==> config.mk <==
export PLATFORM = sky130hd
export DESIGN_NAME = clk_period_meter
export DESIGN_NICKNAME = d
export VERILOG_FILES = /design/src/rtl/clk_period_meter.sv
export SDC_FILE = /design/constraint.sdc
export NUM_CORES = 1
export LEC_CHECK = 0
export CORE_MARGIN = 5
export CORE_UTILIZATION = 45
export CTS_CLUSTER_SIZE = 20
export DETAILED_ROUTE_END_ITERATION = 16
export GPL_ROUTABILITY_DRIVEN = 0
export MAX_ROUTING_LAYER = met4
export PLACE_DENSITY = 0.76
export SLEW_MARGIN = 20
export SYNTH_ARGS = -nofsm -noshare
export SYNTH_HDL_FRONTEND = slang
export SYNTH_SLANG_ARGS = --single-unit
==> constraint.sdc <==
create_clock -name clkIn -period 2.03 [get_ports clkIn]
set_input_delay 0.609 -clock clkIn [delete_from_list [all_inputs] [get_ports clkIn]]
set_output_delay 0.609 -clock clkIn [all_outputs]
set_load 0.005 [all_outputs]
==> src/rtl/clk_period_meter.sv <==
// Clock period / high-time meter: measures sigIn in clkIn cycles and hands
// each (period, highTime) pair to a consumer over a valid/ready handshake.
module clk_period_meter #(
    parameter int WIDTH       = 32,
    parameter int SYNC_STAGES = 2
) (
    input  logic             clkIn,
    input  logic             rstN,
    input  logic             sigIn,
    input  logic             en,
    input  logic             ready,
    output logic [WIDTH-1:0] period,
    output logic [WIDTH-1:0] highTime,
    output logic             valid,
    output logic             overrun,
    output logic             timeout
);
    typedef enum logic {ARM, MEASURE} meterStateE;

    localparam logic [WIDTH-1:0] CNT_ONE   = {{(WIDTH-1){1'b0}}, 1'b1};
    localparam logic [WIDTH-1:0] CNT_LIMIT = {{(WIDTH-1){1'b1}}, 1'b0};

    meterStateE             state;
    meterStateE             nextState;
    logic [SYNC_STAGES-1:0] syncQ;
    logic                   sigPrev;
    logic                   sigSync;
    logic                   rise;
    logic                   fall;
    logic [WIDTH-1:0]       periodCnt;
    logic [WIDTH-1:0]       highCnt;
    logic                   highDone;
    logic                   restartCnt;
    logic                   stepCnt;
    logic                   complete;
    logic                   limitHit;

    assign sigSync = syncQ[SYNC_STAGES-1];
    assign rise    = sigSync & ~sigPrev;
    assign fall    = ~sigSync & sigPrev;

    // NOTE: non-blocking assignments let each stage take its neighbour's old value,
    // so the chain really is SYNC_STAGES flops deep rather than collapsing to one.
    always_ff @(posedge clkIn or negedge rstN) begin
        if (!rstN) begin
            syncQ   <= '0;
            sigPrev <= 1'b0;
        end else begin
            syncQ   <= {syncQ[SYNC_STAGES-2:0], sigIn};
            sigPrev <= sigSync;
        end
    end

    always_ff @(posedge clkIn or negedge rstN) begin
        if (!rstN) begin
            state <= ARM;
        end else begin
            state <= nextState;
        end
    end

    // NOTE: every always_comb output gets a default first so no path leaves it
    // unassigned, which would otherwise infer a latch.
    always_comb begin
        nextState = state;
        if (!en) begin
            nextState = ARM;
        end else begin
            case (state)
                ARM:     if (rise) nextState = MEASURE;
                MEASURE: if (!rise && periodCnt == CNT_LIMIT) nextState = ARM;
                default: nextState = ARM;
            endcase
        end
    end

    always_comb begin
        restartCnt = 1'b0;
        stepCnt    = 1'b0;
        complete   = 1'b0;
        limitHit   = 1'b0;
        if (en) begin
            case (state)
                ARM: restartCnt = rise;
                MEASURE: begin
                    if (rise) begin
                        restartCnt = 1'b1;
                        // A period without a fall has no meaningful high time.
                        complete   = highDone;
                    end else begin
                        stepCnt  = 1'b1;
                        limitHit = (periodCnt == CNT_LIMIT);
                    end
                end
                default: ;
            endcase
        end
    end

    always_ff @(posedge clkIn or negedge rstN) begin
        if (!rstN) begin
            periodCnt <= '0;
            highCnt   <= '0;
            highDone  <= 1'b0;
        end else if (restartCnt) begin
            periodCnt <= CNT_ONE;
            highCnt   <= CNT_ONE;
            highDone  <= 1'b0;
        end else if (stepCnt) begin
            periodCnt <= periodCnt + CNT_ONE;
            if (fall) begin
                highDone <= 1'b1;
            end else if (!highDone) begin
                highCnt <= highCnt + CNT_ONE;
            end
        end
    end

    // A new result may replace the held one only when it is accepted this cycle.
    always_ff @(posedge clkIn or negedge rstN) begin
        if (!rstN) begin
            period   <= '0;
            highTime <= '0;
            valid    <= 1'b0;
            overrun  <= 1'b0;
            timeout  <= 1'b0;
        end else begin
            timeout <= limitHit;
            if (complete && (!valid || ready)) begin
                period   <= periodCnt;
                highTime <= highCnt;
                valid    <= 1'b1;
            end else if (complete) begin
                overrun <= 1'b1;
            end else if (valid && ready) begin
                valid <= 1'b0;
            end
        end
    end
endmodule

==> results_dict.tcl <==
set metrics [dict create \
    path_buf_inv 1 \
    crit_family "buffers and inverters" \
    synth_edf_count 0 \
    layout_common_cells "dfrtp_1, clkdlybuf4s50_1, mux2_2" \
    firstDrtPassIters 5 \
    ant_nets 0 \
    synth_warnings 0 \
    pin_count 72 \
    tightest_slew_ns 0.511 \
    grtUsageTotal_pct 19.5 \
    vias 5171 \
    critPathKind "reg2out" \
    synth_area_per_cell_um2 11.1 \
    cp-end-kind "output port" \
    drc 0 \
    dp_hpwl_um 10400 \
    async_reset_ff_share_pct 100 \
    start_kind "flop" \
    final_nets 699 \
    syn_nets 587 \
    cts_tree "built" \
    dieHeight_um 129 \
    clkSinkCount 136 \
    slowest_delay_ns 0.52 \
    ff2ff_path_depth 4 \
    status "complete, no violations" \
    p_leak_nw 3.72 \
    clockRootBuffer "clkbuf_16" \
    timing_hold_violations_final 0 \
    ys_ff_latch 136 \
    hold_class "in2async" \
    fin_skew_ns 0.00548 \
    min_period_over_period_pct 95.3 \
    wl_per_cell_um 17.1 \
    antenna_found_initial 0 \
    syn-instance-count 579 \
    setup_viol 0 \
    grt_pass1_wl_um 25400 \
    final.setup.tns_ns 0 \
    yosys_most_used_dff "dfrtp_1" \
    grt_pass1_vias 5133 \
    start_util_pct 46.1 \
    io_buffers 71 \
    grt_overflow 0 \
    powerDensity_nw_per_um2 784 \
    wl_um 15100 \
    cp_num_cells 1 \
    critPathMaxFanout 2 \
    crit_slowest_cell "clkdlybuf4s50_1" \
    drv_cap 0 \
    area_growth_pct 30.0 \
    grt_max_degree 56 \
    finalCriticalPeriod_ns 1.93 \
    die_w_um 129 \
    cts.reportedPaths.clkPinSlew_ns 0.06 \
    syn-cell-area_um2 6420 \
    path_cells "clkdlybuf4s50_1" \
    max_freq_mhz 517 \
    first_iter_violations 311 \
    final_common_cell "dfrtp_1" \
    seq_area_frac_synth_pct 53.0 \
    cts_buffers 17 \
    yosysUniqueCellTypes 50 \
    final_core_util_pct 59.9 \
    core_um2 13900 \
    antennaDiodeCount 0 \
    cp.required_ns 1.42 \
    drive_above_1_share_pct 22.7 \
    clk_latency_ns 0.43 \
    dieArea_um2 16800 \
    arrival_ns 1.33 \
    viasPerCell 5.85 \
    slew_violations 0 \
    clk_path_buf_depth 2 \
    rows 43 \
    slew_headroom_pct 65.9 \
    hold_ws_ns 0.0568 \
    cts_hold_repair.buffers 0 \
    htreeDepth 4 \
    ir_drop_uv 529 \
]
[synth_stat cells, types with 2 or more instances]
cell         n  area [um^2]
o31ai_1     24          180
nor2_1       7         26.3
mux2_2      58          653
buf_6        2         22.5
nand2_1     51          191
buf_2       17         85.1
dfrtp_1    136         3400
clkbuf_1    16         60.1
nor4_1      10         62.6
and4_1       8         70.1
o2111a_1     2         22.5
a21oi_1     40          200
nor3_1       3         15.0
and3_1      11         68.8
nand3_1     21          105
a2111oi_0    5         43.8
nand4_1     28          175
mux2i_1     20          200
xor2_1       3         26.3
buf_4        2         15.0
and2_1       5         31.3
o21ai_0     20          100
nand2b_1    21          131
or3_1       10         62.6
inv_1       10         37.5
nor2b_1      2         12.5
ha_1         3         37.5
or4_1       22          165
[path summary, 6_finish.rpt]
kind | from | slack (ns) | end
worst max-delay path | overrun | 0.1 | overrun
worst min-delay path | rstN | 0.06 | highCnt[14]
worst max register to register | highDone | 0.1 | highCnt[22]
worst min register to register | syncQ[0] | 0.39 | syncQ[1]
max in group asynchronous | rstN | 1.39 | periodCnt[11]
min in group clkIn | syncQ[0] | 0.39 | syncQ[1]
[layer usage]
metal  GRT usage, %  wire, um
met5              -         0
met4           7.76       380
met3           4.12       885
met2           30.0      7350
met1           25.2      6490
[state kept, by name, indices dropped and copies added (netlist names)]
signal and count:
highCnt 32, highTime 32, periodCnt 32, period 32
syncQ 2, highDone 1, overrun 1, sigPrev 1
state 1, timeout 1, valid 1
[layout make-up]
| type | count | area, um^2 |
|---|---|---|
| Clock buffer | 24 | 482 |
| Tap cell | 180 | 225 |
| Inverter | 10 | 37.5 |
| Clock inverter | 8 | 95.1 |
| Timing Repair Buffer | 131 | 1260 |
| Multi-Input combinational cell | 395 | 2840 |
| Sequential cell | 136 | 3400 |
| Fill cell | 1112 | 5590 |
[through the flow]
step / instances / power, W / area (um^2) / setup WS, ns
after global placement: 850 / 0.00357 / 7700 / -0.437
after floorplan: 579 / 0.00324 / 6420 / 0.0871
final: 884 / 0.00655 / 8350 / 0.0954
after CTS: 882 / 0.00662 / 8290 / 0.0146
after detailed placement: 850 / 0.00359 / 7700 / -0.464
after global routing: 884 / 0.00681 / 8350 / -0.0131
[where the power goes]
part           internal, W  total (W)  leakage, nW  switching, W
Combinational     0.000286   0.000590         1.57      0.000303
Sequential         0.00283    0.00295         1.87      0.000120
Clock              0.00189    0.00301        0.280       0.00111
Total              0.00501    0.00655         3.72       0.00154
[cells by family (layout without fill, tap and decap cells)]
| kind of cell | Yosys count | count (layout) | synth area share (%) |
|---|---|---|---|
| AOI/OAI and AO/OA | 101 | 101 | 9.95 |
| xor gates and xnor gates | 4 | 4 | 0.545 |
| adders and majority gates | 5 | 5 | 0.916 |
| buffers and inverters | 48 | 173 | 3.51 |
| DFF | 136 | 136 | 53.0 |
| muxes | 78 | 78 | 13.3 |
| and+or+nand+nor | 207 | 207 | 18.8 |
[what timing repair did]
item | in CTS | in global routing
setup buffers | 0 | 2
pin swaps | 0 | 2
setup endpoints to repair | 2 | 40
resized for setup | 4 | 12
endpoints found under the hold margin | 0 | 0
(Power assumes the default switching activity.)
